===== src/rtl/alu_seq.sv =====
// alu_seq: registered accumulator ALU with a valid/ready operation channel
// and a valid/ready result channel.
//
// Single-cycle ops (pass, add, sub, dec, clear, inc) register their result at
// the accept edge. A multiply runs as a WIDTH-iteration shift-add sequence, so
// the block contains no wide combinational multiplier. The result holds in HOLD
// until the consumer takes it.
//
// Ports:
//   clk        system clock, rising edge
//   rst_n      synchronous active-low reset
//   in_valid   producer presents op/a/b
//   in_ready   block accepts an op this cycle (combinational)
//   op         opcode: 0 pass, 1 add, 2 sub, 3 mul, 4 dec, 5 clear, 6 inc, 7 pass
//   a, b       operands (a is the accumulator)
//   out_valid  result/z/c are valid
//   out_ready  consumer takes the result this cycle
//   result     low WIDTH bits of the operation
//   z          result == 0
//   c          carry / borrow / multiply overflow
//   busy       multiply in progress
module alu_seq #(
    parameter int WIDTH = 16
) (
    input  logic             clk,
    input  logic             rst_n,
    input  logic             in_valid,
    output logic             in_ready,
    input  logic [2:0]       op,
    input  logic [WIDTH-1:0] a,
    input  logic [WIDTH-1:0] b,
    output logic             out_valid,
    input  logic             out_ready,
    output logic [WIDTH-1:0] result,
    output logic             z,
    output logic             c,
    output logic             busy
);

    localparam int CW = $clog2(WIDTH + 1);

    typedef enum logic [1:0] {
        IDLE = 2'd0,
        MUL  = 2'd1,
        HOLD = 2'd2
    } state_t;

    state_t               stateReg;
    logic [WIDTH-1:0]     resultReg;
    logic                 zReg;
    logic                 cReg;
    logic                 outValidReg;
    logic                 busyReg;
    logic [CW-1:0]        counterReg;
    logic [2*WIDTH-1:0]   mcandReg;
    logic [WIDTH-1:0]     mplierReg;
    logic [2*WIDTH-1:0]   productReg;

    logic                 accept;
    logic [WIDTH:0]       aluWide;
    logic [2*WIDTH-1:0]   productNext;

    assign in_ready  = rst_n && (stateReg == IDLE) && (!outValidReg || out_ready);
    assign accept    = in_valid && in_ready;
    assign out_valid = outValidReg;
    assign result    = resultReg;
    assign z         = zReg;
    assign c         = cReg;
    assign busy      = busyReg;

    // Single-cycle ops computed one bit wider; the top bit is carry out for
    // add/inc and borrow for sub/dec (two's-complement wrap of WIDTH+1 bits).
    always_comb begin
        aluWide = '0;
        case (op)
            3'd1:    aluWide = {1'b0, a} + {1'b0, b};
            3'd2:    aluWide = {1'b0, a} - {1'b0, b};
            3'd4:    aluWide = {1'b0, a} - (WIDTH + 1)'(1);
            3'd5:    aluWide = '0;
            3'd6:    aluWide = {1'b0, a} + (WIDTH + 1)'(1);
            default: aluWide = {1'b0, a};
        endcase
        if (op == 3'd0 || op == 3'd7) begin
            aluWide[WIDTH] = 1'b0;
        end
    end

    // One shift-add step: add the shifted multiplicand when the current
    // multiplier bit is set.
    assign productNext = productReg + (mplierReg[0] ? mcandReg : '0);

    always_ff @(posedge clk) begin
        if (!rst_n) begin
            stateReg    <= IDLE;
            resultReg   <= '0;
            zReg        <= 1'b0;
            cReg        <= 1'b0;
            outValidReg <= 1'b0;
            busyReg     <= 1'b0;
            counterReg  <= '0;
            mcandReg    <= '0;
            mplierReg   <= '0;
            productReg  <= '0;
        end else begin
            case (stateReg)
                IDLE: begin
                    if (accept) begin
                        if (op == 3'd3) begin
                            mcandReg    <= {{WIDTH{1'b0}}, a};
                            mplierReg   <= b;
                            productReg  <= '0;
                            counterReg  <= CW'(WIDTH);
                            busyReg     <= 1'b1;
                            outValidReg <= 1'b0;
                            stateReg    <= MUL;
                        end else begin
                            resultReg   <= aluWide[WIDTH-1:0];
                            zReg        <= (aluWide[WIDTH-1:0] == '0);
                            cReg        <= aluWide[WIDTH];
                            outValidReg <= 1'b1;
                        end
                    end else if (out_ready) begin
                        outValidReg <= 1'b0;
                    end
                end
                MUL: begin
                    productReg <= productNext;
                    mcandReg   <= mcandReg << 1;
                    mplierReg  <= mplierReg >> 1;
                    counterReg <= counterReg - CW'(1);
                    // Last iteration: publish straight from the final sum.
                    if (counterReg == CW'(1)) begin
                        resultReg   <= productNext[WIDTH-1:0];
                        cReg        <= |productNext[2*WIDTH-1:WIDTH];
                        zReg        <= (productNext[WIDTH-1:0] == '0);
                        outValidReg <= 1'b1;
                        busyReg     <= 1'b0;
                        stateReg    <= HOLD;
                    end
                end
                HOLD: begin
                    if (out_ready) begin
                        outValidReg <= 1'b0;
                        stateReg    <= IDLE;
                    end
                end
                default: stateReg <= IDLE;
            endcase
        end
    end

endmodule


===== config.mk =====
export PLATFORM = sky130hd
export DESIGN_NAME = alu_seq
export DESIGN_NICKNAME = d
export VERILOG_FILES = /design/src/rtl/alu_seq.sv
export SDC_FILE = /design/constraint.sdc
export NUM_CORES = 1
export LEC_CHECK = 0
export CAP_MARGIN = 30
export CELL_PAD_IN_SITES_DETAIL_PLACEMENT = 0
export CELL_PAD_IN_SITES_GLOBAL_PLACEMENT = 1
export CORE_UTILIZATION = 35
export CTS_BUF_LIST = sky130_fd_sc_hd__clkbuf_8
export CTS_CLUSTER_DIAMETER = 30
export DETAILED_ROUTE_END_ITERATION = 16
export HOLD_SLACK_MARGIN = 0.12
export PLACE_DENSITY = 0.66
export SLEW_MARGIN = 20
export SYNTH_ARGS = -nofsm -noshare
export SYNTH_HDL_FRONTEND = slang
export SYNTH_SLANG_ARGS = --single-unit

===== constraint.sdc =====
create_clock -name clk -period 9.8 [get_ports clk]
set_clock_uncertainty 0.1 [all_clocks]
set_input_delay 2.94 -clock clk [delete_from_list [all_inputs] [get_ports clk]]
set_output_delay 2.94 -clock clk [all_outputs]
set_load 0.03 [all_outputs]

# Word level (Yosys, flattened, before mapping)
# Index checks and enable logic that the tools add are counted.
[op_classes]
n_addsub = 6
n_mul = 0
div = 0
magnitude_cmp = 0
n_eq_ne = 15
shifts = 0
mux = 41
n_bitwise = 0
reduce_logical = 18
[ops]
columns = ["operator", "n"]
rows = [
  ["32-bit 2-to-1 mux", 5],
  ["32-bit one-hot mux with 2 select lines", 2],
  ["17-bit one-hot mux with 5 select lines", 1],
  ["16-bit 2-to-1 mux", 5],
  ["16-bit one-hot mux with 2 select lines", 2],
  ["32-bit adder", 1],
  ["16-bit zero test", 2],
  ["16-bit by 1-bit adder with 17-bit output, second input constant", 1],
  ["16-bit by 16-bit adder with 17-bit output", 1],
  ["16-bit by 1-bit subtractor with 17-bit output, second input constant", 1],
  ["16-bit by 16-bit subtractor with 17-bit output", 1],
  ["16-bit OR reduction", 1],
  ["1-bit 2-to-1 mux", 14],
  ["3-bit == test, second input constant", 4],
  ["4-bit AND reduction", 3],
  ["5-bit 2-to-1 mux", 2],
  ["5-bit one-hot mux with 2 select lines", 1],
  ["2-bit 2-to-1 mux", 4],
  ["2-bit inequality test, second input constant", 4],
  ["3-bit by 2-bit == test with 1-bit output, second input constant", 2],
  ["1-bit one-hot mux with 2 select lines", 3],
  ["2-bit one-hot mux with 3 select lines", 1],
  ["5-bit by 1-bit == test with 1-bit output, second input constant", 1],
  ["5-bit by 1-bit subtractor with 5-bit output, second input constant", 1],
  ["other kinds (14)", 17],
]
[totals]
ff_bits = 107
latch_bits = 0
mem_bits_rw = 0
rom_bits = 0
inputBits = 39
out_inout_bits = 21
word_cells = 90
mem_count = 0

# Logic depth before layout (Yosys ltp)
[depth]
word_depth = 6
mapped_depth = 17
depth_no_buf = 17

# Least setup slack after synthesis
# No wires, ideal clock.
[synth_path]
path_type = "input port to flip-flop"
startpoint = "in b[6]"
endpoint = "reg zReg (netlist: z)"
setup_ns = 0.070
t_arrival_ns = 6.628
t_required_ns = 9.630
setup_slack_ns = 3.002
stages = 15
path_buffers = 0
path_cell_list = "or3_4 -> or3_1 -> or3_1 -> or3_1 -> a21oi_1 -> nor2_1 -> o22a_1 -> ha_1 -> o21a_1 -> o21ai_0 -> a21oi_2 -> or3_1 -> a32o_1 -> or4_1 -> o2bb2ai_1"
[synth_between]
elab_chain_cells = 6
elab_cells_between_ends = 7
classes_between = "2 x add/sub; 4 x mux; 1 x reduce/logical"
[synth_rtl]
columns = ["element", "line_no", "rtl"]
rows = [
  ["start, declared", "31", "input logic [WIDTH-1:0] b,"],
  ["16-bit by 16-bit subtractor with 17-bit output or 16-bit by 16-bit adder with 17-bit output (tied branches)", "77, 76", ""],
  ["17-bit one-hot mux with 5 select lines (*)", "75", "case (op)"],
  ["16-bit zero test (*)", "118", "zReg <= (aluWide[WIDTH-1:0] == '0);"],
  ["1-bit 2-to-1 mux (*)", "108", "if (op == 3'd3) begin"],
  ["1-bit 2-to-1 mux (*)", "107", "if (accept) begin"],
  ["1-bit one-hot mux with 2 select lines (*)", "105", "case (stateReg)"],
  ["end signal, assigned", "118", ""],
  ["end signal, assigned", "135", "zReg <= (productNext[WIDTH-1:0] == '0);"],
  ["end, declared", "50", "logic zReg;"],
]
# Every way passes the cells marked *; elsewhere a longest branch is shown, timed or not. The select of a mux whose other input is x is not followed.
# A chain may end at the register's enable or synchronous reset.

# Final worst setup path
[layout_path]
startpoint = "in out_ready"
endpoint = "out in_ready"
[layout_between]
elab_chain_cells = 2
[layout_rtl]
columns = ["element", "line_no", "rtl"]
rows = [
  ["start, declared", "33", "input logic out_ready,"],
  ["1-bit logical OR", "63", "assign in_ready = rst_n && (stateReg == IDLE) && (!outValidReg || out_ready);"],
  ["1-bit logical AND", "63", ""],
  ["end, declared", "28", "output logic in_ready,"],
]
# No other way between the ends.

==> metrics.csv <==
stage,metric,value,unit
worst_setup_path,ff2ff_path_depth,13,
worst_setup_path,critPathMaxStageDelay,680,ps
worst_setup_path,slowest_stage,clkdlybuf4s50_1,
yosys,avgSynthCellArea,7.72,um^2
worst_setup_path,r2r_start,mplierReg[0]$_SDFFE_PN0P_,
yosys,seq_area_frac_synth,25.6,%
yosys,yosysWarnings,0,
route,wirelength,24.7,mm
yosys,async_flop_share,0,%
worst_setup_path,endpoint,in_ready,
placed_design,globalplace.congestion,0.873,
placed_design,port_buffers,59,
route,first_pass_iters,4,
route,drc_errors,0,
yosys,syn_area,0.00837,mm^2
worst_setup_path,r2r_slack,5840,ps
worst_setup_path,crit_path_start_kind,input pin,
cts,clk_pin_slew,110,ps
grt,grt_max_degree,95,
final_layout,num_antenna_cells,0,
min_path,hp-class,register to register,
cts,cts_root_buf,clkbuf_8,
flow_run,cap_violations,0,
route,ant_nets,0,
timing,hold_viol,0,
power_and_ir_drop,p_leak,0.00378,uW
grt,grt_pass1_vias,7423,
worst_setup_path,crit-reg2reg-capture,c$_SDFFE_PN0P_,
die,core,0.0235,mm^2
power_and_ir_drop,worst_ir_drop_vdd,0.0554,mV
worst_setup_path,cp_top_family,buffers and inverters,
worst_setup_path,crit_top_cell,clkdlybuf4s50_1,
run_status,status,"complete, no violations",
route,viasPerCell,5.50,
yosys,ys_ff_latch,107,
timing,finalMaxSlewViolations,0,
timing,fmax,134,MHz
cts,cts-htree-levels,3,
timing,fin_tns_setup,0,ps
die,rows,56,
route,routed-via-count,7800,
power_and_ir_drop,power_switching,297,uW
timing,min_period_over_period,76.0,%
power_and_ir_drop,power.internal,680,uW
yosys,syn_nets,1182,
die,die_height,157,um
timing,relSlewSlack,38.9,%
die,die-area,0.0245,mm^2
cts,cts.sinks,107,
power_and_ir_drop,p_clk_share,31.5,%
power_and_ir_drop,p_per_area,104,mW/mm^2
timing,fin_crit,7450,ps
worst_setup_path,path_cells,clkdlybuf4s50_1 -> nand2b_1 -> and3_1 -> clkdlybuf4s50_1,
final_layout,multi_input_area,0.00589,mm^2
worst_setup_path,worst-path-buf-inv,2,
final_layout,register_area,0.00214,mm^2
cts,numCtsBuffers,9,
yosys,synth_cell_types,74,
cts,ctsHoldBuffers,0,
yosys,synth-edff-count,0,
timing,rsz0062_at_grt,false,
timing,whs,374,ps
worst_setup_path,critPathKind,input pin to output port,
final_layout,nets,1191,
grt,grt_pass1_wl,40.2,mm
grt,overflow,0,
yosys,synthCells,1084,
grt,grt_usage,20.9,%
worst_setup_path,worstPathArrival,4410,ps
final_layout,area_growth,12.5,%
worst_setup_path,path_max_fanout,3,
cts,cts_tree,done,
power_and_ir_drop,seqPwrFrac,46.0,%
cts,ctsResizeCount,0,
die,initial_core_util,35.7,%
worst_setup_path,cp-end-kind,output port,
timing,setup_violations,0,
route,drtIter0Drc,428,
final_layout,drive_gt1_share,4.19,%
power_and_ir_drop,pwr-share-comb,22.5,%
yosys,ys.flop_type,dfxtp_1,
grt,antenna_found_initial,0,
worst_setup_path,cp.depth,4,
cts,post_cts_buffers,0,
die,ios,60,
die,die_x,157,um
power_and_ir_drop,switching_share,30.4,%
cts,insertion_delay,390,ps
timing,max_slew.worst_pin.slew,913,ps
worst_setup_path,setup.worst_path.start,out_ready,
final_layout,n_fill_cell,2489,
placed_design,dpl.hpwl,18.3,mm
worst_setup_path,worst_ep_required_time,6760,ps
cts,clock_path_buffers,2,
route,wl_per_cell,17.4,um
==> cells in the mapped netlist (33+ instances only) <==
library cell  count  share of area [%]
nand2_1         138                6.2
dfxtp_1         107                 26
a21oi_1          86                5.1
nor2_1           60                2.7
clkbuf_1         57                2.6
ha_1             57                8.5
o21ai_0          53                3.2
and2_1           39                2.9
nand3_1          39                2.3
a21boi_0         34                3.0
mux2i_1          33                3.9
nor2b_1          33                2.5
o211a_1          33                3.9
==> worst min-delay path by stage <==
stage,startpoint,end,depth (start not counted)
2_1_floorplan,mplierReg[15]$_SDFFE_PN0P_,mplierReg[15]$_SDFFE_PN0P_,2
3_3_place_gp,result[12]$_SDFFE_PN0P_,result[12]$_SDFFE_PN0P_,2
3_5_place_dp,result[12]$_SDFFE_PN0P_,result[12]$_SDFFE_PN0P_,2
4_1_cts,result[12]$_SDFFE_PN0P_,result[12]$_SDFFE_PN0P_,2
5_1_grt,productReg[0]$_SDFFE_PN0P_,productReg[0]$_SDFFE_PN0P_,2
6_report,result[12]$_SDFFE_PN0P_,result[12]$_SDFFE_PN0P_,2
==> tightest hold or removal path, cell delays in order, from the launching register on <==
cell	delay, ps
dfxtp_1	330
nand2_1	50
a21boi_0	60
==> routing by layer <==
| layer | vias to the layer above | GRT usage, % | wire length [um] |
|---|---|---|---|
| met3 | 22 | 2.58 | 821 |
| li1 | 3967 | - | - |
| met4 | 0 | 4.90 | 383 |
| met2 | 139 | 34.1 | 11300 |
| met1 | 3672 | 29.0 | 12200 |
| met5 | - | 0 | 0 |
==> power groups by stage <==
stage | registers (uW) | logic (uW) | clock network, uW
after global routing | 450 | 242 | 334
after detailed placement | 459 | 221 | 0
after CTS | 449 | 222 | 320
final | 449 | 220 | 308
after floorplan | 468 | 135 | 0
after global placement | 459 | 221 | 0
==> per-stage QoR <==
stage          setup WS, ps  cell area (um^2)  std cells  util (%)  power [uW]
6_report               2350              9420       1417      40.1         977
5_1_grt                2260              9420       1417      40.1        1030
4_1_cts                2340              9420       1417      40.1         990
3_5_place_dp           2120              9200       1401      39.2         680
3_3_place_gp           2190              9170       1399      39.1         680
2_1_floorplan          3000              8370       1084         -         603
==> flip-flops by register name, indices dropped and copies added, names as in the netlist <==
signal,flops
mcandReg,32
z,1
c,1
busy,1
counterReg,5
stateReg,2
result,16
productReg,32
out_valid,1
mplierReg,16
==> logic make-up after synthesis <==
group / synth area share [%]
simple gates: 23.7
flops: 25.6
compound gates: 29.3
xor+xnor: 3.87
buf+inv: 4.39
fa+ha+maj: 9.00
mux: 4.08
==> layout by cell type (no fill, tap or decap), types with 4 or more instances in the layout <==
| cell | count |
|---|---|
| nand2_1 | 138 |
| dfxtp_1 | 107 |
| a21oi_1 | 86 |
| nor2_1 | 60 |
| clkdlybuf4s50_1 | 58 |
| ha_1 | 56 |
| o21ai_0 | 53 |
| and2_1 | 39 |
| nand3_1 | 39 |
| a21boi_0 | 34 |
| nor2b_1 | 33 |
| o211a_1 | 33 |
| mux2i_1 | 33 |
| a22oi_1 | 31 |
| inv_1 | 27 |
| xnor2_1 | 24 |
| nor3_1 | 21 |
| a21o_1 | 21 |
| or3_1 | 13 |
| xor2_1 | 13 |
| o211ai_1 | 13 |
| o22a_1 | 12 |
| clkbuf_8 | 9 |
| buf_4 | 9 |
| a31oi_1 | 8 |
| o21a_1 | 7 |
| nand4_1 | 7 |
| nand2b_1 | 6 |
| nand3b_1 | 6 |
| a211oi_1 | 6 |
| nor4_1 | 6 |
| or2_2 | 5 |
| o21bai_1 | 5 |
| o31ai_1 | 5 |
| and3_1 | 4 |
| or4_1 | 4 |
| and4_1 | 4 |
==> cell type report <==
| cell class | instances | area share (%) |
|---|---|---|
| multi-input combinational | 881 | 62.5 |
| tap | 319 | 4.24 |
| inverter | 25 | 0.996 |
| timing repair buffer | 69 | 7.20 |
| clock buffer | 9 | 1.32 |
| sequential | 107 | 22.7 |
| clock inverter | 7 | 0.983 |
(Power assumes the default switching activity.)
